`src/rtl/dma_req_arbiter.sv`:
```
// Purpose : arbitrate I-cache / D-cache line misses onto the dma refill and write-back
//           request ports; a dirty D-cache victim is written back before its refill.
// Latency : req -> dma *_happen 1 cycle; dma *_done -> next phase / requester done 1 cycle.
// Backpressure: one transaction in flight; requests are levels held until *_miss_done,
//           dma request lines stay stable until the matching dma *_done pulse.
// Ports   : cpu_clk/cpu_rst (sync, active-high); icache_miss_* and dcache_miss_* requester
//           sides (req/addr/burst_len in, done pulse out); dma_page_fault_* and
//           dma_write_back_* request sides (happen/addr/burst_len out, done in);
//           arb_busy (not idle) and arb_owner (0 = I-cache, 1 = D-cache).
module dma_req_arbiter #(
    parameter int ADDR_WIDTH      = 32,
    parameter int BURST_LEN_WIDTH = 8
) (
    input  logic                       cpu_clk,
    input  logic                       cpu_rst,
    input  logic                       icache_miss_req,
    input  logic [ADDR_WIDTH-1:0]      icache_miss_addr,
    input  logic [BURST_LEN_WIDTH-1:0] icache_miss_burst_len,
    output logic                       icache_miss_done,
    input  logic                       dcache_miss_req,
    input  logic [ADDR_WIDTH-1:0]      dcache_miss_addr,
    input  logic [BURST_LEN_WIDTH-1:0] dcache_miss_burst_len,
    input  logic                       dcache_victim_dirty,
    input  logic [ADDR_WIDTH-1:0]      dcache_victim_addr,
    output logic                       dcache_miss_done,
    output logic                       dma_page_fault_happen,
    output logic [ADDR_WIDTH-1:0]      dma_page_fault_addr,
    output logic [BURST_LEN_WIDTH-1:0] dma_page_fault_burst_len,
    input  logic                       dma_page_fault_done,
    output logic                       dma_write_back_happen,
    output logic [ADDR_WIDTH-1:0]      dma_write_back_addr,
    output logic [BURST_LEN_WIDTH-1:0] dma_write_back_burst_len,
    input  logic                       dma_write_back_done,
    output logic                       arb_busy,
    output logic                       arb_owner
);

    typedef enum logic [1:0] {
        S_IDLE = 2'd0,
        S_WB   = 2'd1,
        S_RD   = 2'd2,
        S_RESP = 2'd3
    } state_t;

    state_t                     state_q, state_nxt;
    logic                       owner_q, owner_nxt;
    logic                       prio_dcache_q, prio_dcache_nxt;
    logic [ADDR_WIDTH-1:0]      miss_addr_q, miss_addr_nxt;
    logic [ADDR_WIDTH-1:0]      victim_addr_q, victim_addr_nxt;
    logic [BURST_LEN_WIDTH-1:0] len_q, len_nxt;
    logic                       pf_happen_q, pf_happen_nxt;
    logic                       wb_happen_q, wb_happen_nxt;
    logic                       idone_q, idone_nxt;
    logic                       ddone_q, ddone_nxt;
    logic                       grant_dcache;

    always_comb begin
        state_nxt       = state_q;
        owner_nxt       = owner_q;
        prio_dcache_nxt = prio_dcache_q;
        miss_addr_nxt   = miss_addr_q;
        victim_addr_nxt = victim_addr_q;
        len_nxt         = len_q;
        pf_happen_nxt   = 1'b0;
        wb_happen_nxt   = 1'b0;
        idone_nxt       = 1'b0;
        ddone_nxt       = 1'b0;
        grant_dcache    = 1'b0;

        case (state_q)
            S_IDLE: begin
                if (icache_miss_req || dcache_miss_req) begin
                    // D-cache wins when alone, or when both ask and the pointer favours it.
                    grant_dcache    = dcache_miss_req && (!icache_miss_req || prio_dcache_q);
                    owner_nxt       = grant_dcache;
                    prio_dcache_nxt = !grant_dcache;
                    if (grant_dcache) begin
                        miss_addr_nxt   = dcache_miss_addr;
                        victim_addr_nxt = dcache_victim_addr;
                        len_nxt         = dcache_miss_burst_len;
                    end else begin
                        miss_addr_nxt   = icache_miss_addr;
                        len_nxt         = icache_miss_burst_len;
                    end
                    if (grant_dcache && dcache_victim_dirty) begin
                        state_nxt     = S_WB;
                        wb_happen_nxt = 1'b1;
                    end else begin
                        state_nxt     = S_RD;
                        pf_happen_nxt = 1'b1;
                    end
                end
            end
            S_WB: begin
                wb_happen_nxt = 1'b1;
                if (dma_write_back_done) begin
                    // write-back drops and refill rises on the same edge: never both high
                    wb_happen_nxt = 1'b0;
                    pf_happen_nxt = 1'b1;
                    state_nxt     = S_RD;
                end
            end
            S_RD: begin
                pf_happen_nxt = 1'b1;
                if (dma_page_fault_done) begin
                    pf_happen_nxt = 1'b0;
                    idone_nxt     = !owner_q;
                    ddone_nxt     = owner_q;
                    state_nxt     = S_RESP;
                end
            end
            S_RESP: begin
                state_nxt = S_IDLE;
            end
            default: begin
                state_nxt = S_IDLE;
            end
        endcase
    end

    always_ff @(posedge cpu_clk) begin
        if (cpu_rst) begin
            state_q       <= S_IDLE;
            owner_q       <= 1'b0;
            prio_dcache_q <= 1'b1;
            miss_addr_q   <= '0;
            victim_addr_q <= '0;
            len_q         <= '0;
            pf_happen_q   <= 1'b0;
            wb_happen_q   <= 1'b0;
            idone_q       <= 1'b0;
            ddone_q       <= 1'b0;
        end else begin
            state_q       <= state_nxt;
            owner_q       <= owner_nxt;
            prio_dcache_q <= prio_dcache_nxt;
            miss_addr_q   <= miss_addr_nxt;
            victim_addr_q <= victim_addr_nxt;
            len_q         <= len_nxt;
            pf_happen_q   <= pf_happen_nxt;
            wb_happen_q   <= wb_happen_nxt;
            idone_q       <= idone_nxt;
            ddone_q       <= ddone_nxt;
        end
    end

    assign dma_page_fault_happen    = pf_happen_q;
    assign dma_page_fault_addr      = miss_addr_q;
    assign dma_page_fault_burst_len = len_q;
    assign dma_write_back_happen    = wb_happen_q;
    assign dma_write_back_addr      = victim_addr_q;
    assign dma_write_back_burst_len = len_q;
    assign icache_miss_done         = idone_q;
    assign dcache_miss_done         = ddone_q;
    assign arb_busy                 = (state_q != S_IDLE);
    assign arb_owner                = owner_q;

endmodule
```
`config.mk`:
```
export PLATFORM = sky130hd
export DESIGN_NAME = dma_req_arbiter
export DESIGN_NICKNAME = d
export VERILOG_FILES = /design/src/rtl/dma_req_arbiter.sv
export SDC_FILE = /design/constraint.sdc
export NUM_CORES = 1
export LEC_CHECK = 0
export BUFFER_PORTS_ARGS = -buffer_cell sky130_fd_sc_hd__buf_4
export CAP_MARGIN = 15
export CORE_ASPECT_RATIO = 1.75
export CORE_MARGIN = 2
export CORE_UTILIZATION = 40
export CTS_CLUSTER_SIZE = 12
export DETAILED_ROUTE_END_ITERATION = 7
export GPL_ROUTABILITY_DRIVEN = 0
export GPL_TIMING_DRIVEN = 0
export PLACE_DENSITY = 0.74
export SYNTH_ARGS = -nofsm -noshare
export SYNTH_HDL_FRONTEND = slang
export SYNTH_SLANG_ARGS = --single-unit
```
`constraint.sdc`:
```
create_clock -name cpu_clk -period 2.2 [get_ports cpu_clk]
set_input_delay 0.44 -clock cpu_clk [delete_from_list [all_inputs] [get_ports cpu_clk]]
set_output_delay 0.44 -clock cpu_clk [all_outputs]
set_load 0.03 [all_outputs]
```
==> results.json <==
{
  "slew_headroom_pct": 66.4,
  "hold_violations": 0,
  "min_period_ps": 1840,
  "cp-start-kind": "register",
  "drive_above_1_share_pct": 38.6,
  "initial_core_util_pct": 40.9,
  "power_mw": 6.64,
  "power_leakage_nw": 2.43,
  "whs_path_depth": 3,
  "finalSetupViolations": 0,
  "avgSynthCellArea_um2": 8.16,
  "critPathRequiredTime_ps": 2380,
  "yosysWarnings": 0,
  "insertedDiodeCount": 0,
  "fin_cells": 767,
  "die_area_mm2": 0.00961,
  "synthMuxAreaShare_pct": 0,
  "worstPathCellList": "inv_1 > ha_1 > o21a_1 > buf_2 > clkbuf_1 > a311oi_1",
  "syn-num-nets": 555,
  "drv_cap": 0,
  "clk_latency_ps": 340,
  "end_kind": "register",
  "ys_top_cells_by_area": "dfxtp_1 (45%), nand3_1 (10%), a311oi_1 (8.0%), o21ai_0 (8.0%), a21oi_1 (4.7%)",
  "fin_worst_skew_ps": 7.10,
  "grt_use_total_pct": 25.5,
  "grt_pass1_wl_mm": 19.0,
  "placedCellCount": 751,
  "drtIter0Drc": 196,
  "worstReg2RegStart": "state_q[0]",
  "clk_pin_slew_ps": 60,
  "met1_length_mm": 4.50,
  "max_stage_delay_ps": 400,
  "ant_nets": 0,
  "antenna_found_initial": 0,
  "final_common_cell": "buf_4",
  "status": "finished, final reports clean",
  "rsz0062_at_grt": "false",
  "ys_seq_elements": 80,
  "cts_htree_levels": 3,
  "maxSlewViolCount": 0,
  "portBuffers": 202,
  "yosys.area.top_type": "dfxtp_1",
  "multi_input_comb_area_mm2": 0.00161,
  "wl_met2_mm": 6.78,
  "min_delay_worst_endpoint": "dma_write_back_addr[27]",
  "cts_resized": 0,
  "fin_crit_sh_pct": 83.7,
  "hold_start": "dcache_victim_addr[27]",
  "synth-compound-area-share_pct": 25.1,
  "synth_top_area_share_pct": 45.4,
  "cts_made_buffers": 9,
  "cts_num_sinks": 80,
  "wire_per_inst_um": 16.3,
  "worstRegToRegCells": 6,
  "fin_tns_setup_ps": 0,
  "power_density_mw_per_mm2": 1210,
  "netlist_instances": 432,
  "clk_path_buf_depth": 2,
  "die_h_um": 128,
  "cts_tree": "done",
  "hpwl_mm": 9.43,
  "synthAdderAreaFrac_pct": 1.42,
  "rows": 45,
  "pin_count": 205,
  "grt_pass1_vias": 4057,
  "vias_per_cell": 5.35,
  "synth_xor_area_share_pct": 0,
  "vdd_drop_max_uv": 634,
  "syn2layout_area_growth_pct": 55.9,
  "fmax_mhz": 543,
  "ys_types": 31,
  "routed_wl_mm": 12.5,
  "path_class": "reg -> reg",
  "route.detailed.drc": 0,
  "layout.cell_area.non_filler_mm2": 0.00550,
  "worst_pin_slew_ps": 504,
  "cts_setup_buffers": 0,
  "synth_top_family_by_area": "compound AO/OA/AOI/OAI gates",
  "slowest_stage": "clkbuf_1",
  "grt_remaining_overflow": 0,
  "fp.dieW_um": 75.0,
  "cts-root-buf": "clkbuf_16",
  "cts.hold.buffers_added": 0,
  "synth-simple-area-share_pct": 19.2,
  "ys_seq_area_share_pct": 45.4,
  "whs_ps": 357,
  "regArea_mm2": 0.00160,
  "final_nets": 768,
  "nFillCells": 812,
  "grt_max_degree": 14,
  "cp.arrival_ps": 2020,
  "post_dp_cell_area_mm2": 0.00519,
  "vias": 4101,
  "reg2reg_to": "dma_page_fault_addr[5]",
  "hold_class": "in -> reg",
  "core-area_mm2": 0.00861,
  "crit_fanout": 10,
  "rrSetupSlack_ps": 360,
  "maxUsedRoutingLayer": "met4",
  "layout_common_cells": "buf_4 (215), dfxtp_1 (80), nand3_1 (73)",
  "met3_length_um": 754,
  "synth_area_mm2": 0.00352,
  "drt_first_pass_iters": 5
}
## logic make-up (layout without fill, tap and decap cells)
group	after synthesis	after routing
AOI/OAI and AO/OA	145	145
adders and majority gates	4	4
buffers and inverters	63	281
DFF	80	80
and+or+nand+nor	140	140
## critical path, delay by kind of cell (launching register included)
kind,cells,cell delay [ps]
buf+inv,3,680
flops,1,340
fa+ha+maj,1,300
compound gates,2,350
## routing by layer
layer  GRT usage [%]  vias up
li1                -     1996
met1            27.1     1891
met2            45.5      175
met3            5.35       39
met4            12.8        0
met5               0        -
## cells in the mapped netlist, drive strengths merged
cell type and count:
a21oi 33, a22oi 1, a311oi 33, a31oi 11, a41o 1, and2 1
and3 1, buf 27, clkbuf 30, dfxtp 80, ha 4, inv 6
nand2 15, nand2b 4, nand3 73, nand4 10, nor2 31, nor2b 1
nor3 1, nor3b 1, o21a 1, o21ai 63, o22ai 1, o31ai 1
or2 1, or3b 1
## through the flow
| step | util [%] | setup WS (ps) |
|---|---|---|
| after floorplan | - | 695 |
| after global placement | 60.2 | 476 |
| after detailed placement | 60.2 | 430 |
| after CTS | 63.8 | 377 |
| after global routing | 63.8 | 224 |
| final | 63.8 | 358 |
## cell type report
class	count	share of cell area, %
Inverter	6	0.410
Timing Repair Buffer	202	27.6
Tap cell	117	2.66
Clock inverter	5	1.00
Buffer	57	5.28
Multi-Input combinational cell	289	29.3
Clock buffer	11	4.60
Sequential cell	80	29.1
## worst max path at each step
| stage | startpoint | to | slack [ps] | cells after the start |
|---|---|---|---|---|
| 3_3_place_gp | state_q[1] | dma_page_fault_addr[31] | 480 | 6 |
| 3_5_place_dp | state_q[1] | dma_page_fault_addr[5] | 430 | 6 |
| 2_1_floorplan | state_q[0] | state_q[1] | 700 | 5 |
| 4_1_cts | state_q[0] | arb_busy | 380 | 4 |
| 6_report | state_q[0] | dma_page_fault_addr[5] | 360 | 6 |
| 5_1_grt | state_q[0] | dma_page_fault_addr[21] | 220 | 6 |
## power by group
group          switching [mW]  total, mW  internal [mW]
clock                   0.599       1.54          0.936
combinational            1.91       3.07           1.16
sequential              0.214       2.04           1.82
total                    2.72       6.64           3.92
## sequential cells by signal, summed over array words and instances (netlist names)
name / flops
arb_owner: 1
dcache_miss_done: 1
dma_page_fault_addr: 32
dma_page_fault_burst_len: 8
dma_page_fault_happen: 1
dma_write_back_addr: 32
dma_write_back_happen: 1
icache_miss_done: 1
prio_dcache_q: 1
state_q: 2
No activity file was read; power rests on OpenSTA's default activity.
